$ cat config.mk
export PLATFORM = sky130hd
export DESIGN_NAME = sha1_slot_sched
export DESIGN_NICKNAME = d
export VERILOG_FILES = /design/src/rtl/sha1_slot_sched.sv
export SDC_FILE = /design/constraint.sdc
export NUM_CORES = 1
export LEC_CHECK = 0
export ABC_AREA = 1
export CORE_AREA = 2 2 526 528
export CTS_CLUSTER_DIAMETER = 50
export CTS_CLUSTER_SIZE = 25
export DETAILED_ROUTE_END_ITERATION = 16
export DIE_AREA = 0 0 528 530
export PLACE_DENSITY_LB_ADDON = 0.12
export SLEW_MARGIN = 10
export SYNTH_ARGS = -nofsm -noshare
export SYNTH_HDL_FRONTEND = slang
export SYNTH_SLANG_ARGS = --single-unit
$ cat constraint.sdc
create_clock -name clk -period 2.8 [get_ports clk]
set_input_delay 0.56 -clock clk [delete_from_list [all_inputs] [get_ports clk]]
set_output_delay 0.56 -clock clk [all_outputs]
set_load 0.01 [all_outputs]
$ cat src/rtl/sha1_slot_sched.sv
// sha1_slot_sched
//
// Round-robin chunk scheduler for an interleaved, pipelined SHA-1 chunk core.
// Accepted 512-bit chunks are assigned to SLOTS message contexts in strict
// rotation. Each context tracks whether a message is open and whether its
// in-flight chunk is the last one. Chunks are forwarded to the core one cycle
// after acceptance. A tagged digest is emitted one cycle after the core
// completes a message's final chunk.
//
// Ports
//   clk, reset                 clock, asynchronous active-low reset
//   start_i / ready_o          chunk valid / ready handshake
//   msg_i, is_first_i,
//   is_last_i                  chunk data and message-boundary flags
//   core_start_o, core_msg_o,
//   core_first_o, core_slot_o  registered issue to the core (IV load on first)
//   core_done_i, core_slot_i,
//   core_hash_i                completion from the core with chaining value
//   hash_o, hash_valid_o,
//   hash_slot_o                final digest strobe and its slot tag
//   busy_o                     chunks in flight, open message or digest pending
//   err_o                      sticky protocol error, cleared only by reset

module sha1_slot_sched #(
  parameter int unsigned SLOTS  = 4,
  parameter int unsigned SLOT_W = $clog2(SLOTS)
) (
  input  logic              clk,
  input  logic              reset,
  input  logic              start_i,
  output logic              ready_o,
  input  logic [511:0]      msg_i,
  input  logic              is_first_i,
  input  logic              is_last_i,
  output logic              core_start_o,
  output logic [511:0]      core_msg_o,
  output logic              core_first_o,
  output logic [SLOT_W-1:0] core_slot_o,
  input  logic              core_done_i,
  input  logic [SLOT_W-1:0] core_slot_i,
  input  logic [159:0]      core_hash_i,
  output logic [159:0]      hash_o,
  output logic              hash_valid_o,
  output logic [SLOT_W-1:0] hash_slot_o,
  output logic              busy_o,
  output logic              err_o
);

  localparam logic [SLOT_W:0]   SlotsCnt = (SLOT_W + 1)'(SLOTS);
  localparam logic [SLOT_W:0]   CntOne   = (SLOT_W + 1)'(1);
  localparam logic [SLOT_W-1:0] SlotOne  = SLOT_W'(1);

  logic [SLOT_W-1:0] slot_in_q, slot_in_d;
  logic [SLOT_W-1:0] slot_out_q, slot_out_d;
  logic [SLOT_W:0]   in_flight_q, in_flight_d;
  logic [SLOTS-1:0]  open_q, open_d;
  logic [SLOTS-1:0]  last_q, last_d;

  logic accept;
  logic done_ok;
  logic hash_hit;
  logic first_err;
  logic spurious_err;
  logic order_err;

  // A done with nothing in flight is dropped entirely.
  assign done_ok = core_done_i && (in_flight_q != '0);

  // A same-cycle done frees a position, so a full pipe can still accept.
  assign ready_o = (in_flight_q < SlotsCnt) || done_ok;
  assign accept  = start_i && ready_o;

  assign hash_hit = done_ok && last_q[core_slot_i];

  // First chunk into an open slot, or a continuation into a closed one.
  assign first_err    = accept && (is_first_i == open_q[slot_in_q]);
  assign spurious_err = core_done_i && (in_flight_q == '0);
  assign order_err    = done_ok && (core_slot_i != slot_out_q);

  assign busy_o = (in_flight_q != '0) || (|open_q) || hash_valid_o;

  always_comb begin
    slot_in_d   = slot_in_q;
    slot_out_d  = slot_out_q;
    in_flight_d = in_flight_q;
    open_d      = open_q;
    last_d      = last_q;

    case ({accept, done_ok})
      2'b10:   in_flight_d = in_flight_q + CntOne;
      2'b01:   in_flight_d = in_flight_q - CntOne;
      default: in_flight_d = in_flight_q;
    endcase

    if (done_ok) begin
      slot_out_d          = slot_out_q + SlotOne;
      last_d[core_slot_i] = 1'b0;
    end

    // Accept is applied after done so a new last chunk into the slot that
    // just completed keeps its flag.
    if (accept) begin
      slot_in_d = slot_in_q + SlotOne;
      // Any non-last chunk leaves the context open; a stray continuation
      // into a closed slot is treated as a fresh first chunk.
      open_d[slot_in_q] = !is_last_i;
      if (is_last_i) begin
        last_d[slot_in_q] = 1'b1;
      end
    end
  end

  always_ff @(posedge clk or negedge reset) begin
    if (!reset) begin
      slot_in_q    <= '0;
      slot_out_q   <= '0;
      in_flight_q  <= '0;
      open_q       <= '0;
      last_q       <= '0;
      core_start_o <= 1'b0;
      core_msg_o   <= '0;
      core_first_o <= 1'b0;
      core_slot_o  <= '0;
      hash_o       <= '0;
      hash_valid_o <= 1'b0;
      hash_slot_o  <= '0;
      err_o        <= 1'b0;
    end else begin
      slot_in_q    <= slot_in_d;
      slot_out_q   <= slot_out_d;
      in_flight_q  <= in_flight_d;
      open_q       <= open_d;
      last_q       <= last_d;
      core_start_o <= accept;
      if (accept) begin
        core_msg_o   <= msg_i;
        core_first_o <= is_first_i || !open_q[slot_in_q];
        core_slot_o  <= slot_in_q;
      end
      hash_valid_o <= hash_hit;
      if (hash_hit) begin
        hash_o      <= core_hash_i;
        hash_slot_o <= core_slot_i;
      end
      err_o <= err_o || first_err || spurious_err || order_err;
    end
  end

endmodule

==> results_dict.tcl, run 1 <==
set metrics [dict create \
    place.gp.congestion 0.820 \
    nNetsFinal 5118 \
    viasPerCell 3.17 \
    crit_slowest_cell "clkdlybuf4s50_1" \
    crit_type "reg -> out" \
    critPathMaxStageDelay_ns 0.63 \
    die_w_um 528 \
    dieArea_sq_mm 0.280 \
    drtPass1Iterations 5 \
    area_delta_synth_final_pct 90.7 \
    crit_path_cell_trace "clkdlybuf4s50_1" \
    power_density_mw_per_mm2 1030 \
    start_util_pct 9.63 \
    antenna_found_initial 74 \
    cts_root_buf "clkbuf_16" \
    fmax_ghz 0.398 \
    p_leak_uw 0.0232 \
    whs_endpoint "core_msg_o[71]" \
    r2r-end "in_flight_q[2]" \
    final_cells 8177 \
    die_h_um 530 \
    synth-seq-cells 695 \
    rsz0062_at_grt "no" \
    grt.overflow.total 0 \
    reg2reg_depth 9 \
    crit_buf_inv 1 \
    clk_path_buf_depth 4 \
    cts_tree "built" \
    crit_family "buffers and inverters" \
    min_path_type "in -> reg" \
    yosys-top-cells-area "dfrtp_1 (66%), nand2_1 (27%), nand3_1 (3.1%)" \
    avgSynthCellArea_sq_um 8.88 \
    switching_share_pct 34.0 \
    postCtsSetupRepairBufs 0 \
    cts_buffers 155 \
    htreeDepth 4 \
    fin_crit_sh_pct 89.7 \
    ir_worst_vdd_v 0.000444 \
    rrSetupSlack_ns 0.86 \
    clkPwrFrac_pct 37.1 \
    fin_crit_ns 2.51 \
    drive_gt1_share_pct 7.98 \
    setup_tns_ns 0 \
    clk_pin_slew_worst_paths_ns 0.05 \
    hold_start "msg_i[71]" \
    p_comb_share_pct 32.8 \
    slew_violations 0 \
    worstReg2RegStart "in_flight_q[0]" \
    power.switching_uw 17600 \
    p_int_uw 34200 \
    clock_sinks 695 \
    p_total_uw 51800 \
    hold_path_depth 3 \
    synth_fp_nets 3668 \
    rows 193 \
    grt_max_degree 102 \
    setup_violations 0 \
    hpwl_um 134000 \
    finalHoldViolCount 0 \
    route.vias.total 25890 \
    synth_top_area_cell "dfrtp_1" \
    clkLatencyLatePin_ns 0.78 \
    io_pins 1362 \
    crit_fanout 2 \
    p_seq_share_pct 30.1 \
    drc 0 \
    dp.cells 7880 \
    synth_cell_type_count 22 \
    ant_nets 0 \
    yosysSeqAreaShare_pct 65.7 \
    syn_area_sq_mm 0.0265 \
    status "completed" \
    netlist.area_leader.share_pct 65.7 \
    cap_violations 0 \
    cp-start-kind "flip-flop" \
    postSynthCellCount 2981 \
    drtIter0Drc 1120 \
    placeableCoreArea_sq_mm 0.275 \
    fin_worst_skew_ns 0.0244 \
    grt_pass1_vias 27696 \
    postRouteWirelength_um 172000 \
    yosys_warnings 0 \
    grt_pass1_wl_um 235000 \
    cp_data_required_time_ns 2.24 \
    grt_util_all_layers_pct 11.9 \
    crit_path_end_kind "primary output" \
    routedWlPerCell_um 21.1 \
    worst_pin_slew_ns 0.782 \
    slew_headroom_pct 47.9 \
    place.port_buffers 1361 \
    crit_arrival_ns 1.95 \
]
## logic make-up after synthesis
group                    count (synthesis)  share of synthesized area [%]
flip-flops                             695                           65.7
XOR/XNOR                                 4                          0.132
AND/OR/NAND/NOR                       2070                           30.2
multiplexers                             1                         0.0425
buffers and inverters                  182                           3.16
AO/OA/AOI/OAI                           22                          0.421
adder cells (fa/ha/maj)                  7                          0.359
## power groups by stage
stage,logic (uW),clock network [uW],registers (uW)
final,17000,19200,15600
after global routing,18600,20400,16000
after CTS,17500,19900,15600
after detailed placement,17500,0,15700
after global placement,17600,0,15700
after floorplan,4260,0,16700
## worst max-delay path by stage
stage / start / to / slack, ns / depth (start not counted)
2_1_floorplan: core_done_i / in_flight_q[1] / 0.64 / 7
6_report: core_msg_o[381] / core_msg_o[381] / 0.29 / 1
4_1_cts: in_flight_q[0] / busy_o / 0.17 / 5
5_1_grt: in_flight_q[0] / busy_o / 0.09 / 5
3_5_place_dp: core_done_i / core_msg_o[242] / 0.22 / 9
3_3_place_gp: core_done_i / core_msg_o[242] / 0.25 / 9
## registers in the layout, indices dropped and copies added (netlist names)
signal	cells
slot_in_q	2
open_q	4
core_first_o	1
hash_slot_o	2
core_start_o	1
err_o	1
hash_valid_o	1
core_slot_o	2
slot_out_q	2
hash_o	160
in_flight_q	3
last_q	4
core_msg_o	512
## through the flow
| step | util, % | hold WS, ns | worst slack (ns) | area (sq um) |
|---|---|---|---|---|
| 2_1_floorplan | - | 0.264 | 0.641 | 26500 |
| 3_3_place_gp | 16.4 | 0.455 | 0.251 | 45100 |
| 3_5_place_dp | 16.4 | 0.457 | 0.218 | 45100 |
| 4_1_cts | 18.4 | 0.185 | 0.173 | 50400 |
| 5_1_grt | 18.4 | 0.215 | 0.0892 | 50400 |
| 6_report | 18.4 | 0.301 | 0.287 | 50500 |
## layout make-up
cell class | instances | area (sq um)
Inverter | 16 | 72.6
Clock inverter | 82 | 1090
Tap cell | 3607 | 4510
Sequential cell | 695 | 17400
Multi-Input combinational cell | 2104 | 8270
Clock buffer | 194 | 4250
Antenna cell | 20 | 50.0
Timing Repair Buffer | 1459 | 14900
Fill cell | 30612 | 224000
## what timing repair did
action | CTS | global route
hold endpoints to repair | 23 | 0
gates resized for setup | 1 | 0
endpoints found under the setup margin | 1 | 0
hold buffers | 1 | 0
## routing by layer
metal	routed length (um)	GRT usage (%)
met3	20500	6.17
met5	460	0
met4	3420	2.68
met1	70400	14.1
met2	77400	18.9
## layout by cell type, fill, tap and decap left out
master,synthesis,routed
a21oi_1,1,1
buf_12,0,39
buf_4,7,58
buf_8,0,1
bufinv_16,0,21
clkbuf_1,46,18
clkbuf_16,0,156
clkbuf_8,0,20
clkdlybuf4s50_1,0,1359
clkinv_2,0,31
clkinv_4,0,7
clkinv_8,0,3
clkinvlp_4,0,11
dfrtp_1,695,695
diode_2,0,20
dlygate4sd2_1,0,1
dlygate4sd3_1,0,1
fa_1,1,1
ha_1,6,6
inv_1,13,13
inv_16,0,3
inv_2,3,1
inv_6,0,7
inv_8,0,1
mux2_2,1,1
nand2_1,1897,1896
nand2_4,2,1
nand2_8,0,2
nand3_1,165,165
nand4_1,1,1
nor2_1,4,4
nor3_1,1,1
o21ai_0,20,20
o22ai_1,1,1
xnor2_1,1,1
xor2_1,3,3
## cells in the mapped netlist, drive strengths merged
cell type	instances
nand4	1
xor2	3
buf	120
inv	16
nand3	165
clkbuf	46
ha	6
fa	1
dfrtp	695
nor3	1
xnor2	1
nor2	4
a21oi	1
mux2	1
o22ai	1
o21ai	20
nand2	1899
(Power assumes the default switching activity.)
==> inputs of run 2 (changes only) <==
--- a/config.mk
+++ b/config.mk
@@ -12,6 +12,7 @@
 export DETAILED_ROUTE_END_ITERATION = 16
 export DIE_AREA = 0 0 528 530
 export PLACE_DENSITY_LB_ADDON = 0.12
+export RECOVER_POWER = 100
 export SLEW_MARGIN = 10
 export SYNTH_ARGS = -nofsm -noshare
 export SYNTH_HDL_FRONTEND = slang
==> results_dict.tcl, run 2 (synthesis gave the netlist of run 1 again) <==
set metrics [dict create \
    clock_sinks 695 \
    reg_top3 "core_msg_o (512), hash_o (160)" \
    area_delta_synth_final_pct 89.5 \
    min_path_type "in -> reg" \
    reg2reg_depth 7 \
    p_seq_share_pct 30.7 \
    final_cell_mix "nand2_1 (1,896), dfrtp_1 (695), dlygate4sd3_1 (682)" \
    clkPwrFrac_pct 38.2 \
    drive_gt1_share_pct 7.67 \
    slew_headroom_pct -43.3 \
    clk_path_buf_depth 4 \
    fin_crit_ns 2.56 \
    place.gp.congestion 0.820 \
    crit_start "core_msg_o[381]" \
    hpwl_um 134000 \
    crit_path_end_kind "primary output" \
    crit_family "buffers and inverters" \
    route.vias.total 25970 \
    fmax_ghz 0.391 \
    grt_pass1_wl_um 235000 \
    crit_buf_inv 1 \
    nNetsFinal 5118 \
    clk_pin_slew_worst_paths_ns 0.05 \
    dieArea_sq_mm 0.280 \
    setup_violations 0 \
    cp.depth 1 \
    hold_path_depth 3 \
    rows 193 \
    crit_fanout 2 \
    power_density_mw_per_mm2 1000 \
    rrSetupSlack_ns 0.32 \
    cts_tree "built" \
    hold_start "msg_i[71]" \
    p_comb_share_pct 31.1 \
    drc 0 \
    worst_pin_slew_ns 2.15 \
    worstReg2RegStart "in_flight_q[2]" \
    switching_share_pct 34.7 \
    ant_nets 0 \
    p_leak_uw 0.0238 \
    largest_reg_flops 512 \
    placeableCoreArea_sq_mm 0.275 \
    clkLatencyLatePin_ns 0.78 \
    regMostFlops "core_msg_o" \
    cp-start-kind "flip-flop" \
    violations "capacitance limit, slew limit" \
    crit_arrival_ns 2.00 \
    fin_crit_sh_pct 91.4 \
    cts_root_buf "clkbuf_16" \
    htreeDepth 4 \
    cp_data_required_time_ns 2.24 \
    grt_max_degree 102 \
    place_area_sq_mm 0.0451 \
    finalHoldViolCount 0 \
    critPathMaxStageDelay_ns 0.68 \
    ir_worst_vdd_v 0.000428 \
    grt.overflow.total 0 \
    fillers 30660 \
    grt_pass1_vias 27696 \
    viasPerCell 3.18 \
    drtPass1Iterations 7 \
    die_w_um 528 \
    power.switching_uw 17400 \
    setup_tns_ns 0 \
    fin_worst_skew_ns 0.0241 \
    r2r-end "core_msg_o[143]" \
    crit_path_cell_trace "dlygate4sd3_1" \
    rsz0062_at_grt "no" \
    layout_commonest_cell "nand2_1" \
    status "complete, but fails checks" \
    routedWlPerCell_um 21.0 \
    start_util_pct 9.63 \
    postRouteWirelength_um 172000 \
    multi_input_area_sq_mm 0.00826 \
    io_pins 1362 \
    seq_area_sq_mm 0.0174 \
    p_int_uw 32900 \
    place.port_buffers 1361 \
    whs_endpoint "core_msg_o[71]" \
    stdcell_area_sq_mm 0.0502 \
    cts_buffers 155 \
    crit_slowest_cell "dlygate4sd3_1" \
    die_h_um 530 \
    p_total_uw 50300 \
    grt_util_all_layers_pct 11.9 \
    drtIter0Drc 1107 \
    holdWs_ns 0.303 \
    antenna_found_initial 77 \
    cap_violations 1 \
    crit_type "reg -> out" \
    slew_violations 42 \
    final_util_pct 18.3 \
]
-- run 2: cell types whose count changed in the layout (fill, tap and decap cells not counted), sizes merged --
cell / previous run / this run
clkdlybuf4s50: 1359 / 678
dlygate4sd3: 1 / 682
buf: 98 / 57
clkbuf: 194 / 235
clkinvlp: 11 / 13
diode: 20 / 22
inv: 25 / 23
-- run 2: final cells by class --
cell class              instances  area share, %
inverters                      16          0.130
diodes                         22          0.110
flip-flops and latches        695           34.7
clock buffers                 194           8.46
repair buffers               1459           29.0
well taps                    3607           8.99
multi-input cells            2104           16.5
clock inverters                82           2.17
-- run 2: metal layers --
| metal | part of all wire, % | GRT usage (%) |
|---|---|---|
| met1 | 41 | 14.1 |
| met2 | 45 | 18.9 |
| met3 | 12 | 6.17 |
| met4 | 2.0 | 2.68 |
| met5 | 0.27 | 0 |
-- run 2: worst max-delay path by stage --
stage                      endpoint  slack [ns]
global route             hash_o[11]        0.07
global placement    core_msg_o[242]        0.25
detailed placement  core_msg_o[242]        0.22
CTS                          busy_o        0.17
finish              core_msg_o[381]        0.24
floorplan            in_flight_q[1]        0.64
-- run 2: per-stage QoR --
step | worst slack [ns] | cells
6_report | 0.240 | 8179
5_1_grt | 0.0657 | 8161
4_1_cts | 0.173 | 8157
3_5_place_dp | 0.218 | 7880
3_3_place_gp | 0.251 | 7880
2_1_floorplan | 0.641 | 2981
-- run 2: timing repair --
action	4_1_cts	5_1_grt
hold buffers	1	0
setup buffers	0	0
hold endpoints to repair	23	0
setup endpoints to repair	1	0
gates resized for setup	1	0
-- run 2: power by group through the flow --
stage	Clock, uW	Combinational, uW	Sequential, uW
2_1_floorplan	0	4260	16700
3_3_place_gp	0	17600	15700
3_5_place_dp	0	17500	15700
4_1_cts	19900	17500	15600
5_1_grt	20400	17200	15900
6_report	19200	15700	15400
==> inputs of run 3 (changes only) <==
==> constraint.sdc (replaced) <==
create_clock -name clk -period 2.8 [get_ports clk]
set_input_delay 0.28 -clock clk [delete_from_list [all_inputs] [get_ports clk]]
set_output_delay 0.28 -clock clk [all_outputs]
set_load 0.01 [all_outputs]
==> results_dict.tcl, run 3 (synthesis gave the netlist of run 1 again) <==
set metrics [dict create \
    crit_fanout 36 \
    die_h_um 530 \
    cp-start-kind "flip-flop" \
    routedWlPerCell_um 20.1 \
    crit_path_end_kind "flip-flop" \
    clkLatencyLatePin_ns 0.77 \
    viasPerCell 3.19 \
    die_w_um 528 \
    rsz0062_at_grt "no" \
    status "complete, but fails checks" \
    worst_pin_slew_ns 1.53 \
    regMostFlops "core_msg_o" \
    fmax_ghz 0.411 \
    clk_pin_slew_worst_paths_ns 0.05 \
    drive_gt1_share_pct 6.53 \
    rows 193 \
    place.gp.congestion 0.800 \
    drtIter0Drc 1244 \
    grt_pass1_wl_um 240000 \
    grt_pass1_vias 29591 \
    final_util_pct 20.0 \
    power_density_mw_per_mm2 942 \
    largest_reg_flops 512 \
    antenna_found_initial 71 \
    fin_worst_skew_ns 0.0302 \
    ant_nets 0 \
    fin_crit_sh_pct 87.0 \
    placeableCoreArea_sq_mm 0.275 \
    cts_tree "built" \
    crit_type "reg -> reg" \
    hpwl_um 133000 \
    nNetsFinal 5578 \
    violations "slew limit" \
    postRouteWirelength_um 174000 \
    place.port_buffers 1361 \
    io_pins 1362 \
    layout_commonest_cell "nand2_1" \
    p_total_uw 51800 \
    grt_util_all_layers_pct 12.0 \
    reg_top3 "core_msg_o (512), hash_o (160)" \
    cap_violations 0 \
    setup_tns_ns 0 \
    p_leak_uw 0.0258 \
    htreeDepth 4 \
    crit_arrival_ns 3.12 \
    slew_headroom_pct -1.99 \
    grt_max_degree 111 \
    min_path_type "in -> reg" \
    postCtsSetupRepairBufs 0 \
    holdWs_ns 0.0838 \
    cts_resized 0 \
    cts_root_buf "clkbuf_16" \
    p_seq_share_pct 29.8 \
    power.switching_uw 17700 \
    place_area_sq_mm 0.0450 \
    slew_violations 47 \
    p_int_uw 34200 \
    setup_violations 0 \
    final_cell_mix "nand2_1 (1,897), dlygate4sd3_1 (1,147), dfrtp_1 (695)" \
    dieArea_sq_mm 0.280 \
    fin_crit_ns 2.43 \
    stdcell_area_sq_mm 0.0550 \
    route.vias.total 27602 \
    start_util_pct 9.63 \
    rrSetupSlack_ns 0.37 \
    switching_share_pct 34.1 \
    clock_sinks 695 \
    grt.overflow.total 0 \
    clk_path_buf_depth 4 \
    cts_buffers 156 \
    cp_data_required_time_ns 3.48 \
    finalHoldViolCount 0 \
    p_comb_share_pct 31.5 \
    ir_worst_vdd_v 0.000398 \
    area_delta_synth_final_pct 108 \
    clkPwrFrac_pct 38.8 \
    drc 0 \
    drtPass1Iterations 5 \
]
-- run 3: changes by cell type in the layout (fill, tap and decap cells not counted), sizes merged --
cell,delta
buf,-14
bufinv,+6
clkbuf,+13
clkdlybuf4s50,+1
clkinv,-21
clkinvlp,+8
diode,+8
dlygate4sd2,-1
dlygate4sd3,+465
dlymetal6s4s,+1
inv,+3
-- run 3: final cells by class --
| class | count | area (sq um) |
|---|---|---|
| Clock inverter | 78 | 1220 |
| Antenna cell | 30 | 75.1 |
| Timing Repair Buffer | 1918 | 19100 |
| Inverter | 16 | 68.8 |
| Tap cell | 3607 | 4510 |
| Sequential cell | 695 | 17400 |
| Multi-Input combinational cell | 2104 | 8260 |
| Clock buffer | 200 | 4380 |
| Fill cell | 30459 | 220000 |
-- run 3: power by group through the flow --
stage	registers (uW)	clock network, uW	logic (uW)
6_report	15400	20100	16300
3_5_place_dp	15700	0	17400
3_3_place_gp	15700	0	17500
4_1_cts	15700	20800	18100
5_1_grt	15900	21300	17900
2_1_floorplan	16700	0	4260
-- run 3: worst max-delay path, stage by stage, from the launching register on --
cell and delay, ns:
dfrtp_1 0.42, nor2_1 0.11, nand2_1 0.09, nand2_1 0.26, clkinvlp_2 0.31, buf_12 0.24, nand2_4 0.47, buf_12 0.25
nand2_1 0.06, nand2_1 0.06
-- run 3: routing by layer --
metal | vias up | track usage [%] | part of all wire, %
li1 | 13060 | - | -
met5 | - | 0 | 0.20
met3 | 241 | 5.43 | 10
met1 | 13100 | 14.7 | 43
met4 | 50 | 2.61 | 1.9
met2 | 1151 | 19.1 | 45
-- run 3: worst paths after layout --
check,depth (start not counted),start,endpoint
min in group asynchronous,2,reset,core_msg_o[3]
worst max register to register,9,in_flight_q[0],hash_o[146]
worst min-delay path,3,msg_i[45],core_msg_o[45]
max in group asynchronous,3,reset,core_msg_o[151]
worst min register to register,2,hash_o[42],hash_o[42]
worst max-delay path,9,in_flight_q[0],hash_o[146]
-- run 3: timing repair --
action                     4_1_cts  5_1_grt
hold buffers                   466        0
hold endpoints to repair       492        0
setup endpoints to repair        0        0
-- run 3: metrics by stage --
stage | setup WS (ns) | std cells
6_report | 0.365 | 8648
3_3_place_gp | 0.422 | 7874
4_1_cts | 0.251 | 8618
2_1_floorplan | 0.725 | 2981
5_1_grt | 0.138 | 8630
3_5_place_dp | 0.437 | 7874
